**config.mk**
```make
export PLATFORM = sky130hd
export DESIGN_NAME = if_pc_sel_ctrl
export DESIGN_NICKNAME = d
export VERILOG_FILES = /design/src/rtl/if_pc_sel_ctrl_pkg.sv /design/src/rtl/if_pc_sel_ctrl.sv
export SDC_FILE = /design/constraint.sdc
export NUM_CORES = 1
export LEC_CHECK = 0
export ABC_AREA = 1
export BUFFER_PORTS_ARGS = -buffer_cell sky130_fd_sc_hd__buf_2
export CORE_ASPECT_RATIO = 1.4
export CORE_MARGIN = 2
export CORE_UTILIZATION = 45
export CTS_BUF_LIST = sky130_fd_sc_hd__clkbuf_4 sky130_fd_sc_hd__clkbuf_8 sky130_fd_sc_hd__clkbuf_16
export CTS_CLUSTER_SIZE = 12
export DETAILED_ROUTE_END_ITERATION = 16
export GPL_ROUTABILITY_DRIVEN = 0
export PLACE_DENSITY_LB_ADDON = 0.08
export SLEW_MARGIN = 30
export SYNTH_ARGS = -nofsm -noshare
export SYNTH_HDL_FRONTEND = slang
export SYNTH_SLANG_ARGS = --single-unit
```
**constraint.sdc**
```tcl
create_clock -name clk -period 2.29 [get_ports clk]
set_input_delay 0.3435 -clock clk [delete_from_list [all_inputs] [get_ports clk]]
set_output_delay 0.3435 -clock clk [all_outputs]
set_load 0.01 [all_outputs]
```
**src/rtl/if_pc_sel_ctrl_pkg.sv**
```systemverilog
// Shared IF-stage constants: PC mux select codes, controller state encoding,
// and the hard-wired zero register address.
package if_pc_sel_ctrl_pkg;

    localparam logic       PC_SEL_SEQ   = 1'b0;
    localparam logic       PC_SEL_REDIR = 1'b1;
    localparam logic [4:0] REG_ZERO     = 5'd0;

    typedef enum logic {
        ST_RUN      = 1'b0,
        ST_REDIRECT = 1'b1
    } state_e;

endpackage

```
**src/rtl/if_pc_sel_ctrl.sv**
```systemverilog
// IF PC-source and pipeline-register control: load-use bubbles, memory-wait
// freeze, and a registered two-cycle redirect for taken branches/jumps.
module if_pc_sel_ctrl
    import if_pc_sel_ctrl_pkg::*;
#(
    parameter int unsigned PC_W   = 32,
    parameter int unsigned REG_AW = 5,
    parameter int unsigned CNT_W  = 16
) (
    input  logic              clk,
    input  logic              rst,
    input  logic [REG_AW-1:0] id_rs,
    input  logic [REG_AW-1:0] id_rt,
    input  logic              id_uses_rt,
    input  logic              ex_memread,
    input  logic [REG_AW-1:0] ex_rt,
    input  logic              br_taken,
    input  logic [PC_W-1:0]   br_target,
    input  logic              mem_busy,
    output logic              pc_sel,
    output logic              pc_we,
    output logic              ifid_we,
    output logic              ifid_flush,
    output logic              idex_flush,
    output logic [PC_W-1:0]   redirect_pc,
    output logic [CNT_W-1:0]  stall_cnt
);

    state_e            r_state;
    state_e            w_state_nxt;
    logic [PC_W-1:0]   r_redirect_pc;
    logic [CNT_W-1:0]  r_stall_cnt;
    logic              w_load_use;
    logic              w_latch_target;

    assign w_load_use = ex_memread && (ex_rt != REG_ZERO) &&
                        ((ex_rt == id_rs) || (id_uses_rt && (ex_rt == id_rt)));

    // Priority: rst, mem_busy, pending redirect, new branch, load-use.
    always_comb begin
        pc_sel         = PC_SEL_SEQ;
        pc_we          = 1'b1;
        ifid_we        = 1'b1;
        ifid_flush     = 1'b0;
        idex_flush     = 1'b0;
        w_state_nxt    = r_state;
        w_latch_target = 1'b0;
        if (rst) begin
            w_state_nxt = ST_RUN;
        end else if (mem_busy) begin
            pc_we   = 1'b0;
            ifid_we = 1'b0;
            pc_sel  = (r_state == ST_REDIRECT) ? PC_SEL_REDIR : PC_SEL_SEQ;
        end else if (r_state == ST_REDIRECT) begin
            pc_sel      = PC_SEL_REDIR;
            ifid_flush  = 1'b1;
            w_state_nxt = ST_RUN;
        end else if (br_taken) begin
            pc_we          = 1'b0;
            ifid_flush     = 1'b1;
            idex_flush     = 1'b1;
            w_latch_target = 1'b1;
            w_state_nxt    = ST_REDIRECT;
        end else if (w_load_use) begin
            pc_we      = 1'b0;
            ifid_we    = 1'b0;
            idex_flush = 1'b1;
        end
    end

    always_ff @(posedge clk) begin
        if (rst) begin
            r_state       <= ST_RUN;
            r_redirect_pc <= '0;
            r_stall_cnt   <= '0;
        end else begin
            r_state <= w_state_nxt;
            if (w_latch_target) begin
                r_redirect_pc <= br_target;
            end
            if (!pc_we && (r_stall_cnt != '1)) begin
                r_stall_cnt <= r_stall_cnt + 1'b1;
            end
        end
    end

    assign redirect_pc = r_redirect_pc;
    assign stall_cnt   = r_stall_cnt;

endmodule

```
# Word level (Yosys, flattened, before mapping)

Index checks and enable logic that the tools add are counted.

Register bits after elaboration: 49
Input bits: 53
Output and inout port bits: 53
Word-level logic and storage cells: 37

Add/subtract/negate cells: 1
Eq/ne operators: 3
Mux-type cells: 23
Reduce and logical (&&, ||, !) cells: 7

Operators with widths:

| cell                    | count |
|---|---|
| $mux W1                 | 23 |
| $add A16 B1 Y16 const B | 1 |
| $ne A16 B16 Y1 const B  | 1 |
| $eq A5 B5 Y1            | 2 |
| $reduce_bool A5 Y1      | 1 |
| $logic_and A1 B1 Y1     | 4 |
| $logic_not A1 Y1        | 1 |
| $logic_or A1 B1 Y1      | 1 |

# Depth between registers and ports, before layout

Gate-level depths: netlist of the first run.

Word-level depth: 11
Depth in mapped cells: 14
Depth with buffers taken out: 14

# Worst setup path before layout of the first run

Ideal clock, no wire load.

Path kind: reg-to-reg
Start: register r_stall_cnt[0] (netlist: stall_cnt[0])
End: register r_stall_cnt[13] (netlist: stall_cnt[13])
Setup time: 0.115 ns
Arrival time: 1.429 ns
Required time: 2.175 ns
Slack: 0.746 ns
Stages on the path, launching flop included: 14
Path buffers: 0
Period minus slack after synthesis: 1.544 ns
Cell sequence: dfxtp_1 > ha_1 > nand2_1 > inv_2 > nand2_1 > inv_2 > nand2_2 > nor2_4 > nor2_2 > nand3b_2 > nor2_1 > nand3_1 > nand2_1 > nor2_1

Word-level cells in the longest chain between the ends: 2
Elaborated cells on any way between the ends: 3
Classes of those cells: add/sub: 1; eq/ne: 1; reduce/logical: 1

RTL lines:

| item                                                    | line                 | source |
|---|---|---|
| start, declared                                         | if_pc_sel_ctrl.sv:32 | `logic [CNT_W-1:0] r_stall_cnt;` |
| start signal, assigned                                  | if_pc_sel_ctrl.sv:82 | `r_stall_cnt <= r_stall_cnt + 1'b1;` |
| branches (longest 2 deep; another with $add A16 B1 Y16) | n/a                  |  |

Several ways; the timed one is not identified.
A chain may end at the register's enable or synchronous reset.

# Worst setup path after layout of the first run

Start: input ex_rt[4]
End: output pc_we

Word-level cells in the longest chain between the ends: 9
Elaborated cells on any way between the ends: 12
Classes of those cells: eq/ne: 2; mux: 5; reduce/logical: 5

RTL lines:

| item                  | line                 | source |
|---|---|---|
| start, declared       | if_pc_sel_ctrl.sv:16 | `input logic [REG_AW-1:0] ex_rt,` |
| $eq A5 B5 Y1          | if_pc_sel_ctrl.sv:37 | `((ex_rt == id_rs) \|\| (id_uses_rt && (ex_rt == id_rt)));` |
| $logic_and A1 B1 Y1   | if_pc_sel_ctrl.sv:37 |  |
| $logic_or A1 B1 Y1    | if_pc_sel_ctrl.sv:37 |  |
| $logic_and A1 B1 Y1 * | if_pc_sel_ctrl.sv:36 | `assign w_load_use = ex_memread && (ex_rt != REG_ZERO) &&` |
| $mux W1 *             | if_pc_sel_ctrl.sv:64 | `end else if (w_load_use) begin` |
| $mux W1 *             | if_pc_sel_ctrl.sv:58 | `end else if (br_taken) begin` |
| $mux W1 *             | if_pc_sel_ctrl.sv:54 | `end else if (r_state == ST_REDIRECT) begin` |
| $mux W1 *             | if_pc_sel_ctrl.sv:50 | `end else if (mem_busy) begin` |
| $mux W1 *             | if_pc_sel_ctrl.sv:48 | `if (rst) begin` |
| end, declared         | if_pc_sel_ctrl.sv:21 | `output logic pc_we,` |

Mark *: on every way between the ends. The rest lies on a longest branch, timed or not.

==> flow_metrics.py, run 1 <==
metrics = {
    "placement": {
        "hpwl_um": 3890,
        "io_buffer_count": 105,
        "placed_cell_area_um2": 2900,
        "dpl.cell_count": 515,
    },
    "global_route": {
        "grt_util_met2": 0.332,
        "grt_most_used_layer": "met2",
        "grt_start_max_net_pins": 66,
        "gr-usage-met3": 0.0542,
        "met1_usage": 0.220,
        "antenna_found_initial": 0,
        "first_global_vias": 2137,
        "grt_pass1_wl_um": 8770,
        "gr-total-overflow": 0,
        "globalRouteTotalUtil": 0.188,
    },
    "timing": {
        "timing.final.crit_share": 0.766,
        "setup_tns_ns": 0,
        "fin_crit_ns": 1.75,
        "finalSetupViolations": 0,
        "maxClockFrequency_mhz": 570,
        "timing.slew.headroom": 0.662,
        "hold_violations": 0,
        "max_slew.worst_pin.slew_ns": 0.507,
        "rsz0062_at_grt": "no",
        "fin_worst_skew_ns": 0.0163,
        "finalMaxSlewViolations": 0,
    },
    "clock_network": {
        "clock-sinks": 49,
        "hold_buffers": 0,
        "ctsResizeCount": 0,
        "cts_root_buf": "clkbuf_8",
        "cts_setup_buffers": 0,
        "cts_made_buffers": 5,
        "cts_tree": "built",
        "clkTransAtPathRegs_ns": 0.10,
        "h-tree-depth": 2,
        "clk_latency_ns": 0.30,
        "cts_buffer_depth": 2,
    },
    "job": {
        "drv_cap": 0,
    },
    "worst_setup_path": {
        "worst-endpoint-required_ns": 1.95,
        "worstPathCellList": "buf_2 -> inv_2 -> nand2_1 -> nand2_1 -> nor2_1 -> nand3_1 -> nand2_1 -> nand2_1 -> nand2_2 -> nand2_4 -> nand2_8 -> nand2_1 -> buf_2",
        "r2r-end": "stall_cnt[14]",
        "rr_worst_depth": 13,
        "cp-end-kind": "output pin",
        "cpPeakStageDelay_ns": 0.15,
        "cp-startpoint": "ex_rt[4]",
        "startpoint_type": "primary input",
        "cp.arrival_ns": 1.41,
        "cp.depth": 13,
        "r2r_setup_slack_ns": 0.61,
        "crit_slowest_cell": "nand2_8",
        "cp_max_fo": 26,
        "crit_family": "simple AND/OR/NAND/NOR gates",
        "crit_end": "pc_we",
        "crit_buf_inv": 3,
        "cpMostUsedCell": "nand2_1",
        "rr_startpoint": "stall_cnt[0]",
        "criticalPathCategory": "primary input to output pin",
    },
    "synthesis": {
        "avgSynthCellArea_um2": 6.60,
        "yosysSeqAreaShare": 0.420,
        "ys_top_cells_by_count": "nand2_1, dfxtp_1, nor2_1",
        "synth-edff-count": 0,
        "synthTopCellsByArea": "dfxtp_1, nand2_1, o21ai_0, nor2_1, inv_1",
        "yosysTopAreaCell": "dfxtp_1",
        "netlist_instances": 354,
        "ys.flop_type": "dfxtp_1",
        "ys_types": 25,
        "async_reset_ff_frac": 0,
        "yosys.cell_count.top_type": "nand2_1",
        "syn_nets": 408,
        "synth-seq-cells": 49,
        "yosysTopAreaCellShare": 0.420,
        "syn-cell-area_um2": 2330,
        "yosysWarnings": 0,
    },
    "pwr": {
        "total_power_w": 0.00172,
        "ir_drop_mv": 0.403,
        "power_density_nw_per_um2": 572,
        "p_leak_nw": 1.59,
    },
    "layout": {
        "fillers": 528,
        "fin_area_um2": 3000,
        "nets": 510,
        "instances_no_fill": 523,
        "drive_above_1_share": 0.306,
        "antenna_cells": 0,
        "area_delta_synth_final_pct": 28.6,
    },
    "run_status": {
        "outcome": "completed",
    },
    "die": {
        "boundaryPins": 106,
        "initial_core_util": 0.459,
        "dieArea_um2": 5790,
        "die_h_um": 89.2,
        "rows": 31,
        "coreArea_um2": 5080,
        "die_w_um": 64.9,
    },
    "drt": {
        "drtAntennaViolNets": 0,
        "routed_wl_um": 5170,
        "wl_per_cell_um": 9.88,
        "vias": 2411,
        "drt-initial-drc-count": 78,
        "via_per_inst": 4.61,
        "post-route-drc-count": 0,
        "firstDrtPassIters": 4,
    },
    "worst_hold_path": {
        "min_path_type": "primary input to flop",
    },
}
-- kinds of logic after synthesis --
| logic type | Yosys count | share of synthesized area |
|---|---|---|
| simple gates | 206 | 0.378 |
| buf+inv | 53 | 0.0975 |
| flops | 49 | 0.420 |
| compound gates | 44 | 0.0954 |
| xor+xnor | 1 | 0.00375 |
| fa+ha+maj | 1 | 0.00536 |
-- placed cells by master, fill, tap and decap left out, types with 4 or more instances in the layout --
master / instances
nand3_1: 18
o21ai_0: 33
nand2_2: 4
nand2_1: 133
dfxtp_1: 49
inv_2: 10
clkbuf_8: 7
a21oi_1: 9
buf_2: 105
nor2_1: 36
inv_1: 29
buf_4: 4
-- stage by stage --
step,utilization,hold WS [ns],setup WS (ns)
4_1_cts,0.591,0.228,0.524
5_1_grt,0.591,0.232,0.312
3_3_place_gp,0.570,0.465,0.549
2_1_floorplan,-,0.415,0.746
6_report,0.591,0.237,0.535
3_5_place_dp,0.570,0.471,0.530
-- worst reg2reg max path, delay by kind of cell, from the launching register on --
family | cells | cell delay [ns]
and+or+nand+nor | 9 | 0.82
DFF | 1 | 0.36
adders and majority gates | 1 | 0.22
buffers and inverters | 3 | 0.15
-- area by class of cell --
type                       instances  area, um2  area share
inverter                          39        146      0.0488
clock buffer                       7       96.3      0.0321
multi-input combinational        252       1130       0.377
tap                               66       82.6      0.0275
clock inverter                     1       8.76     0.00292
sequential                        49        981       0.327
timing repair buffer             109        556       0.185
-- routing by layer --
layer  up-vias  share of wire
met2        60           0.49
met5         -              0
met1      1049           0.43
met4         0          0.013
li1       1297              -
met3         5          0.066
-- how the worst min path moves through the flow --
| stage | slack, ns | end | cells past startpoint | startpoint |
|---|---|---|---|---|
| 5_1_grt | 0.23 | redirect_pc[8] | 3 | br_target[8] |
| 3_3_place_gp | 0.47 | redirect_pc[21] | 2 | redirect_pc[21] |
| 6_report | 0.24 | redirect_pc[5] | 3 | br_target[5] |
| 2_1_floorplan | 0.42 | stall_cnt[14] | 1 | rst |
| 4_1_cts | 0.23 | redirect_pc[8] | 3 | br_target[8] |
| 3_5_place_dp | 0.47 | redirect_pc[14] | 2 | redirect_pc[14] |
-- power breakdown --
part	internal, W	switching, W
Sequential	0.000889	0.0000214
Combinational	0.000102	0.000134
Clock	0.000279	0.000292
-- registers in the layout, indices dropped and copies added (netlist names) --
signal / cells
r_state: 1
redirect_pc: 32
stall_cnt: 16
(Power assumes the default switching activity.)
==> run 2: changes to the inputs <==
--- a/config.mk
+++ b/config.mk
@@ -5,7 +5,7 @@
 export SDC_FILE = /design/constraint.sdc
 export NUM_CORES = 1
 export LEC_CHECK = 0
-export ABC_AREA = 1
+export ABC_AREA = 0
 export BUFFER_PORTS_ARGS = -buffer_cell sky130_fd_sc_hd__buf_2
 export CORE_ASPECT_RATIO = 1.4
 export CORE_MARGIN = 2
==> constraint.sdc (replaced) <==
create_clock -name clk -period 1.8 [get_ports clk]
set_input_delay 0.27 -clock clk [delete_from_list [all_inputs] [get_ports clk]]
set_output_delay 0.27 -clock clk [all_outputs]
set_load 0.01 [all_outputs]
==> flow_metrics.py, run 2 <==
metrics = {
    "run_status": {
        "outcome": "finished, violations left",
        "violations": "setup timing",
    },
    "die": {
        "die_w_um": 63.5,
        "coreArea_um2": 4800,
        "die_h_um": 87.4,
        "initial_core_util": 0.465,
        "rows": 30,
        "boundaryPins": 106,
        "dieArea_um2": 5550,
    },
    "worst_setup_path": {
        "rr_worst_depth": 6,
        "cp_max_fo": 2,
        "rr_startpoint": "stall_cnt[8]",
        "r2r-end": "stall_cnt[8]",
        "cp.arrival_ns": 1.63,
        "r2r_setup_slack_ns": -0.02,
        "cp-end-kind": "output pin",
        "criticalPathCategory": "primary input to output pin",
        "worst-endpoint-required_ns": 1.53,
        "startpoint_type": "primary input",
    },
    "synthesis": {
        "synth_top_family_by_area": "simple AND/OR/NAND/NOR gates",
        "ys_top_cells_by_count": "dfxtp_1, nand2_1, nand2b_1, o21ai_0",
        "yosys.cell_count.top_type": "dfxtp_1",
        "async_reset_ff_frac": 0,
        "yosysSeqAreaShare": 0.439,
        "ys.flop_type": "dfxtp_1",
        "synth_compound_area_frac": 0.161,
        "synth-simple-area-share": 0.300,
        "muxShareOfSynthArea": 0.0151,
        "synth-edff-count": 0,
        "syn_nets": 326,
        "yosysWarnings": 0,
        "synthAdderAreaFrac": 0.00560,
        "yosysTopAreaCellShare": 0.439,
        "avgSynthCellArea_um2": 8.21,
        "synthTopCellsByArea": "dfxtp_1, nand2b_1, o21ai_0, nand2_1, xor2_1",
        "synth-seq-cells": 49,
        "netlist_instances": 272,
        "syn-cell-area_um2": 2230,
        "yosysTopAreaCell": "dfxtp_1",
        "ys_types": 34,
        "synth-xor-area-share": 0.0392,
    },
    "layout": {
        "final_common_cell": "buf_2",
        "fillers": 445,
        "layout_common_cells": "buf_2, dfxtp_1, nand2_1",
        "nets": 446,
        "antenna_cells": 0,
        "drive_above_1_share": 0.420,
        "area_delta_synth_final_pct": 46.3,
        "largest_reg_flops": 32,
    },
    "worst_hold_path": {
        "hold_path_depth": 3,
        "min_path_type": "primary input to flop",
        "min_to": "redirect_pc[13]",
        "hp-start": "br_target[13]",
    },
    "drt": {
        "routed_wl_um": 5670,
        "post-route-drc-count": 0,
        "firstDrtPassIters": 4,
        "via_per_inst": 5.00,
        "drtAntennaViolNets": 0,
        "drt-initial-drc-count": 83,
        "wl_per_cell_um": 12.4,
        "vias": 2284,
    },
    "global_route": {
        "antenna_found_initial": 0,
        "grt_pass1_wl_um": 9100,
        "grt_start_max_net_pins": 66,
        "gr-total-overflow": 0,
        "first_global_vias": 2127,
        "globalRouteTotalUtil": 0.201,
    },
    "pwr": {
        "p_leak_nw": 1.47,
        "power_density_nw_per_um2": 712,
        "ir_drop_mv": 0.605,
    },
    "timing": {
        "finalMaxSlewViolations": 0,
        "fin_crit_ns": 1.90,
        "whs_ns": 0.159,
        "max_slew.worst_pin.slew_ns": 0.351,
        "layout_setup_ws_ns": -0.103,
        "maxClockFrequency_mhz": 525,
        "rsz0062_at_grt": "yes",
        "hold_violations": 0,
        "finalSetupViolations": 12,
        "timing.final.crit_share": 1.06,
        "fin_worst_skew_ns": 0.0114,
        "timing.slew.headroom": 0.766,
    },
    "clock_network": {
        "cts_made_buffers": 5,
        "clkTransAtPathRegs_ns": 0.09,
        "clk_latency_ns": 0.30,
        "cts_root_buf": "clkbuf_8",
        "hold_buffers": 0,
        "h-tree-depth": 2,
        "cts_tree": "built",
        "clock-sinks": 49,
        "cts_buffer_depth": 2,
    },
    "job": {
        "drv_cap": 0,
    },
    "placement": {
        "io_buffer_count": 105,
        "hpwl_um": 3980,
        "dp_slack_ns": -0.389,
    },
}
## run 2: kinds of logic after synthesis
group / after synthesis
AO/OA/AOI/OAI: 63
AND/OR/NAND/NOR: 125
adder cells (fa/ha/maj): 1
flip-flops: 49
multiplexers: 3
XOR/XNOR: 10
buffers and inverters: 21
## run 2: area by class of cell
type	count	area, um2	area share
clock buffers	7	90.1	0.0276
clock inverters	1	30.0	0.00919
inverters	3	11.3	0.00345
multi-input cells	202	1260	0.385
flip-flops and latches	49	987	0.302
well taps	64	80.1	0.0245
repair buffers	131	812	0.249
## run 2: timing repair
action,CTS,global route
gates cloned,0,1
setup endpoints to repair,15,15
gates resized for setup,15,12
pin swaps,8,11
buffers inserted,3,1
## run 2: metal layers
metal / part of all wire / track usage
met1: 0.42 / 0.236
met2: 0.50 / 0.353
met3: 0.069 / 0.0517
met4: 0.014 / 0.0711
met5: 0 / 0
## run 2: worst max path at each step
stage	startpoint	endpoint	slack, ns	cells past startpoint
floorplan	ex_rt[3]	stall_cnt[8]	-0.15	7
global placement	ex_rt[3]	stall_cnt[2]	-0.37	8
detailed placement	ex_rt[3]	stall_cnt[2]	-0.39	8
CTS	id_rt[3]	idex_flush	-0.12	9
global route	id_rt[3]	idex_flush	-0.25	9
finish	id_rt[3]	idex_flush	-0.10	9
## run 2: metrics by stage
stage	total power, W	area, um2	util	TNS, ns	instances
2_1_floorplan	0.00133	2250	-	-1.01	272
3_3_place_gp	0.00149	2980	0.619	-5.41	444
3_5_place_dp	0.00150	2980	0.619	-5.74	444
4_1_cts	0.00234	3190	0.664	-0.437	455
5_1_grt	0.00244	3270	0.680	-2.44	457
6_report	0.00233	3270	0.680	-0.829	457
## run 2: power by group
group          switching [W]  internal, W
logic               0.000172     0.000181
clock network       0.000348     0.000468
registers          0.0000272      0.00113
total               0.000547      0.00178
## run 2: worst max-delay path, stage by stage
cell,delay [ns]
buf_6,0.09
xor2_1,0.16
nor4_2,0.25
a32oi_1,0.15
buf_4,0.18
nor2_4,0.10
nor2_1,0.05
nor4_1,0.20
buf_2,0.19
